`config.mk`:
```
export PLATFORM = sky130hd
export DESIGN_NAME = full_adder
export DESIGN_NICKNAME = d
export VERILOG_FILES = /design/src/rtl/full_adder_pkg.sv /design/src/rtl/fa_bit.sv /design/src/rtl/full_adder.sv
export SDC_FILE = /design/constraint.sdc
export NUM_CORES = 1
export LEC_CHECK = 0
export BUFFER_PORTS_ARGS = -buffer_cell sky130_fd_sc_hd__buf_2
export CAP_MARGIN = 20
export CELL_PAD_IN_SITES_DETAIL_PLACEMENT = 0
export CELL_PAD_IN_SITES_GLOBAL_PLACEMENT = 1
export CORE_AREA = 2 2 39 41
export CTS_CLUSTER_SIZE = 40
export DETAILED_ROUTE_END_ITERATION = 8
export DIE_AREA = 0 0 41 43
export PLACE_DENSITY = 0.52
export RECOVER_POWER = 50
export REMOVE_ABC_BUFFERS = 1
export SLEW_MARGIN = 0
export SYNTH_ARGS = -nofsm -noshare
export SYNTH_HDL_FRONTEND = slang
export SYNTH_SLANG_ARGS = --single-unit
```
`constraint.sdc`:
```
create_clock -name clk -period 3.1 [get_ports clk]
set_input_delay 0.465 -clock clk [delete_from_list [all_inputs] [get_ports clk]]
set_output_delay 0.465 -clock clk [all_outputs]
set_load 0.01 [all_outputs]
```
`src/rtl/full_adder_pkg.sv`:
```
// Shared constants for the registered three-operand adder.
// res_w gives the full result width for a given operand width.
package full_adder_pkg;

  localparam int WIDTH_DEF = 2;

  // a + b + Cin never exceeds 3*(2^w-1), which always fits in w+2 bits.
  function automatic int res_w(input int width);
    return width + 2;
  endfunction

endpackage

```
`src/rtl/fa_bit.sv`:
```
// One-bit combinational full adder cell.
// Used for both the carry-save row and the ripple row of full_adder.
module fa_bit (
  input  logic x,
  input  logic y,
  input  logic z,
  output logic s,
  output logic co
);

  assign s  = x ^ y ^ z;
  assign co = (x & y) | (x & z) | (y & z);

endmodule

```
`src/rtl/full_adder.sv`:
```
// Registered three-operand unsigned adder: {carry,sum} = a + b + Cin.
// A carry-save row of fa_bit cells reduces the three operands, and a ripple row then resolves them.
module full_adder
  import full_adder_pkg::*;
#(
  parameter int WIDTH = WIDTH_DEF
) (
  input  logic             clk,
  input  logic             rst,
  input  logic [WIDTH-1:0] a,
  input  logic [WIDTH-1:0] b,
  input  logic [WIDTH-1:0] Cin,
  output logic [WIDTH:0]   sum,
  output logic             carry
);

  localparam int RW = res_w(WIDTH);

  logic [WIDTH-1:0] ps;
  logic [WIDTH-1:0] pc;
  logic [WIDTH:0]   rx;
  logic [WIDTH:0]   ry;
  logic [WIDTH:0]   rs;
  logic [WIDTH+1:0] rc;
  logic [RW-1:0]    res_d;

  genvar i;
  generate
    for (i = 0; i < WIDTH; i++) begin : g_csa
      fa_bit u_csa (
        .x  (a[i]),
        .y  (b[i]),
        .z  (Cin[i]),
        .s  (ps[i]),
        .co (pc[i])
      );
    end
  endgenerate

  // Ripple row adds the partial sums to the carries shifted up one place.
  // It is one bit wider than the operands, so the top carry lands in rc[WIDTH+1].
  assign rx    = {1'b0, ps};
  assign ry    = {pc, 1'b0};
  assign rc[0] = 1'b0;

  generate
    for (i = 0; i <= WIDTH; i++) begin : g_rip
      fa_bit u_rip (
        .x  (rx[i]),
        .y  (ry[i]),
        .z  (rc[i]),
        .s  (rs[i]),
        .co (rc[i+1])
      );
    end
  endgenerate

  assign res_d = {rc[WIDTH+1], rs};

  always_ff @(posedge clk) begin
    if (rst) begin
      {carry, sum} <= '0;
    end else begin
      {carry, sum} <= res_d;
    end
  end

endmodule

```
## After elaboration in Yosys (flattened, before gate mapping)

Cells that the tools add are included.

- Bitwise gates (word level): 18

Operator list:

| operator | count |
|---|---|
| 1-bit bitwise AND | 8 |
| 1-bit XOR | 6 |
| 1-bit OR | 4 |

- Flip-flop bits (word level): 4
- Bits of input ports: 8
- Output and inout port bits: 4
- Word-level logic and storage cells: 20

## Longest topological paths before layout

Gate-level depths: netlist of the first run.

- Depth in word-level cells: 5
- Depth in mapped cells: 6
- Mapped depth without buffers: 6

## Cells and area by module

A second synthesis of the first run with hierarchy kept.

- Cells, all modules: 14
- Area, all modules: 209.0 µm²

Modules (own cells, without submodules):

| module | times used | cells each | area an instance (µm²) | seq. area each (µm²) |
|---|---|---|---|---|
| full_adder | 1 | 9 | 108.9 | 80.1 |
| fa_bit | 5 | 1 | 20.0 | 0.0 |

## Worst setup path before layout of the first run

OpenSTA, ideal clock, no wires.

- Kind: in2reg
- Start: input a[1]
- End: register sum[2]
- Library setup time: 114 ps
- Data arrival time: 1605 ps
- Required time: 2986 ps
- Path slack: 1381 ps
- Stages on the path: 6
- Buffers on the path: 0
- Cells stage by stage: inv_1 -> fa_1 -> inv_1 -> ha_1 -> ha_1 -> nor2b_1

- Word-level cells in the longest chain between the ends: 4
- Elaborated cells between the ends (all ways): 8
- Classes of those cells: bitwise: 8

Ends and longest elaborated chain:

| what | RTL line | source |
|---|---|---|
| start, declared | full_adder.sv:10 | `input logic [WIDTH-1:0] a,` |
| 1-bit bitwise AND or 1-bit XOR (tied branches) | fa_bit.sv:12, fa_bit.sv:11 |  |
| 1-bit OR or 1-bit XOR (tied branches) | fa_bit.sv:12, fa_bit.sv:11 |  |
| 1-bit OR or 1-bit bitwise AND (tied branches) | fa_bit.sv:12 | `assign co = (x & y) \| (x & z) \| (y & z);` |
| 1-bit XOR * | fa_bit.sv:11 | `assign s = x ^ y ^ z;` |
| net g_rip[2].u_rip.s | fa_bit.sv:7 | `output logic s,` |
| end signal, assigned | full_adder.sv:64 | `{carry, sum} <= res_d;` |
| end, declared | full_adder.sv:13 | `output logic [WIDTH:0] sum,` |

Mark *: on every way through the listed nets, which the timed path passes. The rest lies on a longest branch.
A chain may end at the register's enable or synchronous reset.

## Worst setup path after layout of the first run

Ends and elaborated chain as after synthesis.

==> results of run 1 <==
kinds of logic after synthesis:
logic type,synth area share (%)
buf+inv,16.8
flops,39.8
simple gates,11.2
fa+ha+maj,32.3
power breakdown:
part | leakage (nW) | internal (mW) | switching, mW
Clock | 0.0138 | 0.0434 | 0.0221
Combinational | 0.123 | 0.0130 | 0.0133
Sequential | 0.0331 | 0.0573 | 0.00113
Total | 0.170 | 0.114 | 0.0365
routing by layer:
metal | part of all wire [%] | vias to the layer above | GRT usage [%]
li1 | - | 84 | -
met1 | 40 | 62 | 4.52
met2 | 35 | 11 | 5.31
met3 | 19 | 2 | 0
met4 | 5.2 | 0 | 10.0
met5 | 0 | - | 0
metrics by stage:
step / std cells / hold slack [ns] / utilization, %
2_1_floorplan: 21 / 0.532 / -
6_report: 51 / 0.425 / 21.3
5_1_grt: 51 / 0.427 / 21.3
3_3_place_gp: 48 / 0.678 / 20.0
3_5_place_dp: 48 / 0.678 / 20.0
4_1_cts: 51 / 0.426 / 21.6
final cells by class:
cell class	instances	area, um^2
multi-input cells	8	87.6
inverters	9	33.8
well taps	16	20.0
repair buffers	11	51.3
fillers	161	1090
flip-flops and latches	4	80.1
clock buffers	3	22.5
path summary, 6_finish.rpt:
path	slack, ns	cells past startpoint	start	end
min	0.43	2	rst	sum[0]$_SDFF_PP0_
max	1.51	7	a[1]	sum[2]$_SDFF_PP0_
cell usage after synthesis, drive strengths merged:
library cell	instances	area (um^2)
nor2b	3	18.8
inv	9	33.8
ha	2	25.0
nor2	1	3.75
fa	2	40.0
dfxtp	4	80.1
state kept, by name, indices dropped and copies added, names as in the netlist:
signal  count
carry       1
sum         3
worst max-delay path, delay by kind of cell:
| kind | cells | cell delay, ns |
|---|---|---|
| fa+ha+maj | 3 | 0.96 |
| buf+inv | 3 | 0.15 |
| simple gates | 1 | 0.12 |
cells in the final DEF, fill, tap and decap left out:
master and count:
nor2_1 1, clkbuf_1 3, dfxtp_1 4, inv_1 9, nor2b_1 3, buf_2 8, ha_1 2, fa_1 2
clkbuf_4 3
==> flow_summary.json, run 1 <==
{
  "cap_violations": 0,
  "irDropWorstVdd_v": 0.0000849,
  "cts.sinks": 4,
  "die_w_um": 41,
  "fin_nets": 49,
  "core_area_um2": 1380,
  "place_ws_ns": 1.27,
  "routed_wl_um": 307,
  "cp_data_arrival_time_ns": 1.72,
  "finalCritPeriodShare_pct": 51.3,
  "timing.fmax_mhz": 629,
  "numCtsBuffers": 3,
  "fin_setup_tns_ns": 0,
  "holdBufCountCts": 0,
  "critPathCaptureType": "flip-flop",
  "synthCells": 21,
  "grt_pass1_vias": 149,
  "dieArea_um2": 1760,
  "viasPerCell": 3.12,
  "port_buffers": 11,
  "cts.clk_slew.worst_paths_ns": 0.04,
  "grt_pass1_wl_um": 483,
  "syn_area_um2": 201,
  "post-cts-setup-buffers": 0,
  "grt_max_degree": 5,
  "relSlewSlack_pct": 90.8,
  "p_leak_nw": 0.170,
  "dr.pass1.iters": 1,
  "avgSynthCellArea_um2": 9.59,
  "rsz0062_at_grt": "no",
  "setup_slack_ns": 1.51,
  "num_io_pins": 12,
  "path_class": "primary input to flip-flop",
  "required_ns": 3.23,
  "routedWlPerCell_um": 6.02,
  "fin_crit_ns": 1.59,
  "tightest_slew_ns": 0.138,
  "min_path_type": "primary input to flip-flop",
  "hold_violations": 0,
  "dp_hpwl_um": 237,
  "path_cells": "buf_2 -> inv_1 -> fa_1 -> inv_1 -> ha_1 -> ha_1 -> nor2b_1",
  "final_area_um2": 295,
  "cts_root_buffer": "clkbuf_4",
  "start_util_pct": 14.6,
  "cts.path.max_buffers": 2,
  "layout-drive-gt1-share_pct": 31.4,
  "cts_resized": 0,
  "postPlaceCellArea_um2": 277,
  "place.gp.congestion": 0.578,
  "power_density_nw_per_um2": 509,
  "yosysWarnings": 0,
  "antenna_left": 0,
  "dieHeight_um": 43,
  "synth-seq-cells": 4,
  "grtUsageTotal_pct": 4.62,
  "cp_slowest_cell": "fa_1",
  "vias": 159,
  "synth_cell_types": 6,
  "n_antenna_cell": 0,
  "synthToLayoutAreaGrowth_pct": 46.6,
  "status": "finished, final reports clean",
  "cp_max_fo": 1,
  "startpoint_type": "primary input",
  "slew_viol_final": 0,
  "num_rows": 14,
  "grt-ovfl-total": 0,
  "cts-htree-levels": 1,
  "synth_seq_area_share_pct": 39.8,
  "power_mw": 0.150,
  "cts_tree": "yes",
  "drc": 0,
  "setup_viol": 0,
  "antenna_found_initial": 0,
  "drtIter0Drc": 0,
  "cpPeakStageDelay_ns": 0.52
}
No activity file was read; power rests on OpenSTA's default activity.
==> run 2, diff against run 1 <==
==> constraint.sdc (replaced) <==
create_clock -name clk -period 1.7 [get_ports clk]
set_input_delay 0.255 -clock clk [delete_from_list [all_inputs] [get_ports clk]]
set_output_delay 0.255 -clock clk [all_outputs]
set_load 0.01 [all_outputs]
==> run 2 against run 1 <==
Net effect: global-route usage down 0.11 points; hold slack got worse by 0.20 ns; critical endpoint unchanged; power grew 80%; clock power rose by 77%; largest cell class unchanged; flip-flop and latch count is the same; sequential power grew 82%.
==> flow_summary.json, run 2 (synthesized netlist as in run 1, its figures left out) <==
{
  "drtIter0Drc": 0,
  "setup_viol": 0,
  "numCtsBuffers": 3,
  "p_sw_mw": 0.0633,
  "startpoint_type": "primary input",
  "fin_util_pct": 21.3,
  "layout-drive-gt1-share_pct": 31.4,
  "finalCritPeriodShare_pct": 80.9,
  "irDropWorstVdd_v": 0.000127,
  "cts.clk_slew.worst_paths_ns": 0.04,
  "routedWlPerCell_um": 5.63,
  "cap_violations": 0,
  "swShare_pct": 23.5,
  "dieHeight_um": 43,
  "dp_hpwl_um": 245,
  "cts.path.max_buffers": 2,
  "internal-power_mw": 0.207,
  "num_io_pins": 12,
  "cts_tree": "yes",
  "cts_root_buffer": "clkbuf_4",
  "cts_resized": 0,
  "port_buffers": 11,
  "start_util_pct": 14.6,
  "fillers": 166,
  "dr.pass1.iters": 1,
  "p_clk_share_pct": 42.8,
  "status": "finished, final reports clean",
  "layout.area.seq_um2": 80.1,
  "viasPerCell": 2.92,
  "pwr-share-seq_pct": 39.4,
  "routed_wl_um": 287,
  "fin_setup_tns_ns": 0,
  "timing.fmax_mhz": 727,
  "required_ns": 1.83,
  "grtUsageTotal_pct": 4.52,
  "critPathCaptureType": "flip-flop",
  "grt_pass1_vias": 142,
  "die_w_um": 41,
  "power_frac_comb_pct": 17.7,
  "post-cts-setup-buffers": 0,
  "antenna_left": 0,
  "p_leak_nw": 0.171,
  "rsz0062_at_grt": "no",
  "fin_crit_ns": 1.38,
  "power_density_nw_per_um2": 914,
  "slew_viol_final": 0,
  "cp_data_arrival_time_ns": 1.50,
  "dieArea_um2": 1760,
  "grt_pass1_wl_um": 496,
  "holdBufCountCts": 0,
  "relSlewSlack_pct": 90.7,
  "multiInputGateArea_um2": 87.6,
  "cts-htree-levels": 1,
  "tightest_slew_ns": 0.141,
  "vias": 149,
  "n_antenna_cell": 0,
  "grt_max_degree": 5,
  "hold_violations": 0,
  "num_rows": 14,
  "cp_max_fo": 1,
  "min_path_type": "primary input to flip-flop",
  "path_class": "primary input to flip-flop",
  "layout_common_cells": "inv_1 (9), buf_2 (8), dfxtp_1 (4)",
  "fin_nets": 49,
  "final_common_cell": "inv_1",
  "synthToLayoutAreaGrowth_pct": 46.6,
  "drc": 0,
  "place.gp.congestion": 0.541,
  "largest_register_ffs": 3,
  "antenna_found_initial": 0,
  "core_area_um2": 1380,
  "cts.sinks": 4,
  "setup_slack_ns": 0.325,
  "place_ws_ns": 0.0748,
  "grt-ovfl-total": 0
}
-- run 2: final timing paths --
| check | from | to | slack, ns | cells after the start |
|---|---|---|---|---|
| worst max-delay path | a[1] | sum[2]$_SDFF_PP0_ | 0.32 | 7 |
| worst min-delay path | rst | sum[0]$_SDFF_PP0_ | 0.23 | 2 |
-- run 2: final cells by class --
class                   count  area share, %
inverters                   9           11.4
repair buffers             11           17.4
flip-flops and latches      4           27.1
clock buffers               3           7.63
multi-input cells           8           29.7
well taps                  16           6.78
-- run 2: per-stage QoR --
step	instances	area (um^2)	total power, mW	hold slack (ns)
global placement	48	277	0.160	0.466
CTS	51	299	0.281	0.218
finish	51	295	0.270	0.228
global route	51	295	0.295	0.237
detailed placement	48	277	0.159	0.468
floorplan	21	201	0.137	0.322
-- run 2: metal layers --
| layer | vias up | track usage (%) | part of all wire, % |
|---|---|---|---|
| met5 | - | 0 | 0 |
| met3 | 0 | 1.57 | 11 |
| met4 | 0 | 6.00 | 0 |
| met2 | 9 | 5.63 | 42 |
| li1 | 85 | - | - |
| met1 | 55 | 4.82 | 46 |
-- run 2: critical path, cell delays in order --
cell     delay [ns]
buf_2          0.07
inv_1          0.04
fa_1           0.52
inv_1          0.04
ha_1           0.18
ha_1           0.26
nor2b_1        0.12
-- run 2: power by group through the flow --
stage | clock network, mW | logic [mW] | registers, mW
floorplan | 0 | 0.0229 | 0.114
finish | 0.116 | 0.0478 | 0.106
detailed placement | 0 | 0.0510 | 0.108
global route | 0.128 | 0.0585 | 0.108
global placement | 0 | 0.0519 | 0.108
CTS | 0.123 | 0.0514 | 0.106
==> run 3, diff against run 2 <==
==> constraint.sdc (replaced) <==
create_clock -name clk -period 1.4 [get_ports clk]
set_input_delay 0.21 -clock clk [delete_from_list [all_inputs] [get_ports clk]]
set_output_delay 0.21 -clock clk [all_outputs]
set_load 0.01 [all_outputs]
==> run 3 against run 2 <==
Net effect: count of clock-buffer cells in the layout unchanged; non-clock buffer count unchanged; clock power up 20%; sequential power up 22%; wire length down 1.0%; via count up 1.3%; flip-flop and latch count unchanged; die area unchanged; largest cell class unchanged.
==> flow_summary.json, run 3 (synthesized netlist as in run 1, its figures left out) <==
{
  "status": "finished, final reports clean",
  "cap_violations": 0,
  "slew_viol_final": 0,
  "cts_resized": 0,
  "fin_setup_tns_ns": 0,
  "p_leak_nw": 0.169,
  "start_util_pct": 14.6,
  "dieHeight_um": 43,
  "critPathLaunch": "a[1]",
  "synthToLayoutAreaGrowth_pct": 47.8,
  "path_class": "primary input to flip-flop",
  "cts-htree-levels": 1,
  "fin_nets": 49,
  "largest_register_ffs": 3,
  "post-cts-setup-buffers": 0,
  "layout_common_cells": "inv_1 (9), buf_2 (8), dfxtp_1 (4)",
  "num_rows": 14,
  "dr.pass1.iters": 1,
  "antenna_found_initial": 0,
  "dp_hpwl_um": 233,
  "place_ws_ns": -0.176,
  "die_w_um": 41,
  "critPathCaptureType": "flip-flop",
  "vias": 151,
  "holdBufCountCts": 0,
  "num_io_pins": 12,
  "final_common_cell": "inv_1",
  "n_antenna_cell": 0,
  "grt_max_degree": 5,
  "cts.clk_slew.worst_paths_ns": 0.04,
  "fin_crit_ns": 1.32,
  "grt_pass1_wl_um": 496,
  "relSlewSlack_pct": 91.0,
  "cts_root_buffer": "clkbuf_4",
  "power_density_nw_per_um2": 1100,
  "rsz0062_at_grt": "no",
  "min_path_type": "primary input to flip-flop",
  "dieArea_um2": 1760,
  "hold_violations": 0,
  "drc": 0,
  "grt-ovfl-total": 0,
  "crit_end": "sum[2]$_SDFF_PP0_",
  "fin_util_pct": 21.5,
  "irDropWorstVdd_v": 0.000136,
  "tightest_slew_ns": 0.135,
  "numCtsBuffers": 3,
  "layout-drive-gt1-share_pct": 34.3,
  "grt_pass1_vias": 147,
  "cts.sinks": 4,
  "required_ns": 1.52,
  "grtUsageTotal_pct": 4.51,
  "postPlaceCellArea_um2": 277,
  "core_area_um2": 1380,
  "place.gp.congestion": 0.582,
  "final_area_um2": 298,
  "port_buffers": 11,
  "hold_depth": 2,
  "antenna_left": 0,
  "routedWlPerCell_um": 5.57,
  "timing.fmax_mhz": 758,
  "cts.path.max_buffers": 2,
  "setup_viol": 0,
  "setup_slack_ns": 0.0811,
  "cp_data_arrival_time_ns": 1.44,
  "drtIter0Drc": 0,
  "cts_tree": "yes",
  "startpoint_type": "primary input",
  "viasPerCell": 2.96,
  "routed_wl_um": 284,
  "cp_max_fo": 1,
  "finalCritPeriodShare_pct": 94.2,
  "hold_slack_ns": 0.187
}
## run 3: worst min path at each step
stage	slack [ns]	end	startpoint
after global placement	0.42	sum[0]$_SDFF_PP0_	rst
after floorplan	0.28	sum[0]$_SDFF_PP0_	rst
final	0.19	sum[0]$_SDFF_PP0_	rst
after detailed placement	0.42	sum[0]$_SDFF_PP0_	rst
after global routing	0.20	sum[0]$_SDFF_PP0_	rst
after CTS	0.18	sum[0]$_SDFF_PP0_	rst
## run 3: layout make-up
type                            count  area [um^2]
Tap cell                           16         20.0
Multi-Input combinational cell      8         90.1
Fill cell                         157         1090
Inverter                            9         33.8
Sequential cell                     4         80.1
Clock buffer                        3         22.5
Timing Repair Buffer               11         51.3
## run 3: critical path: stages
cell     delay [ns]
buf_2          0.07
inv_1          0.04
fa_1           0.52
inv_1          0.04
ha_2           0.17
ha_1           0.26
nor2b_1        0.12
## run 3: where the power goes
part           switching (mW)  total (mW)  internal (mW)  leakage (nW)
Clock                  0.0430       0.139         0.0956        0.0138
Combinational          0.0298      0.0586         0.0288         0.122
Sequential            0.00241       0.129          0.127        0.0331
Total                  0.0753       0.327          0.251         0.169
## run 3: metrics by stage
stage | total power [mW] | cells
floorplan | 0.166 | 21
global placement | 0.193 | 48
detailed placement | 0.192 | 48
CTS | 0.336 | 51
global route | 0.354 | 51
finish | 0.327 | 51
## run 3: layer usage
layer	track usage (%)	vias to the layer above	wire, um
li1	-	84	-
met1	5.43	58	134
met2	5.00	9	111
met3	0	0	38
met4	8.00	0	0
met5	0	-	0
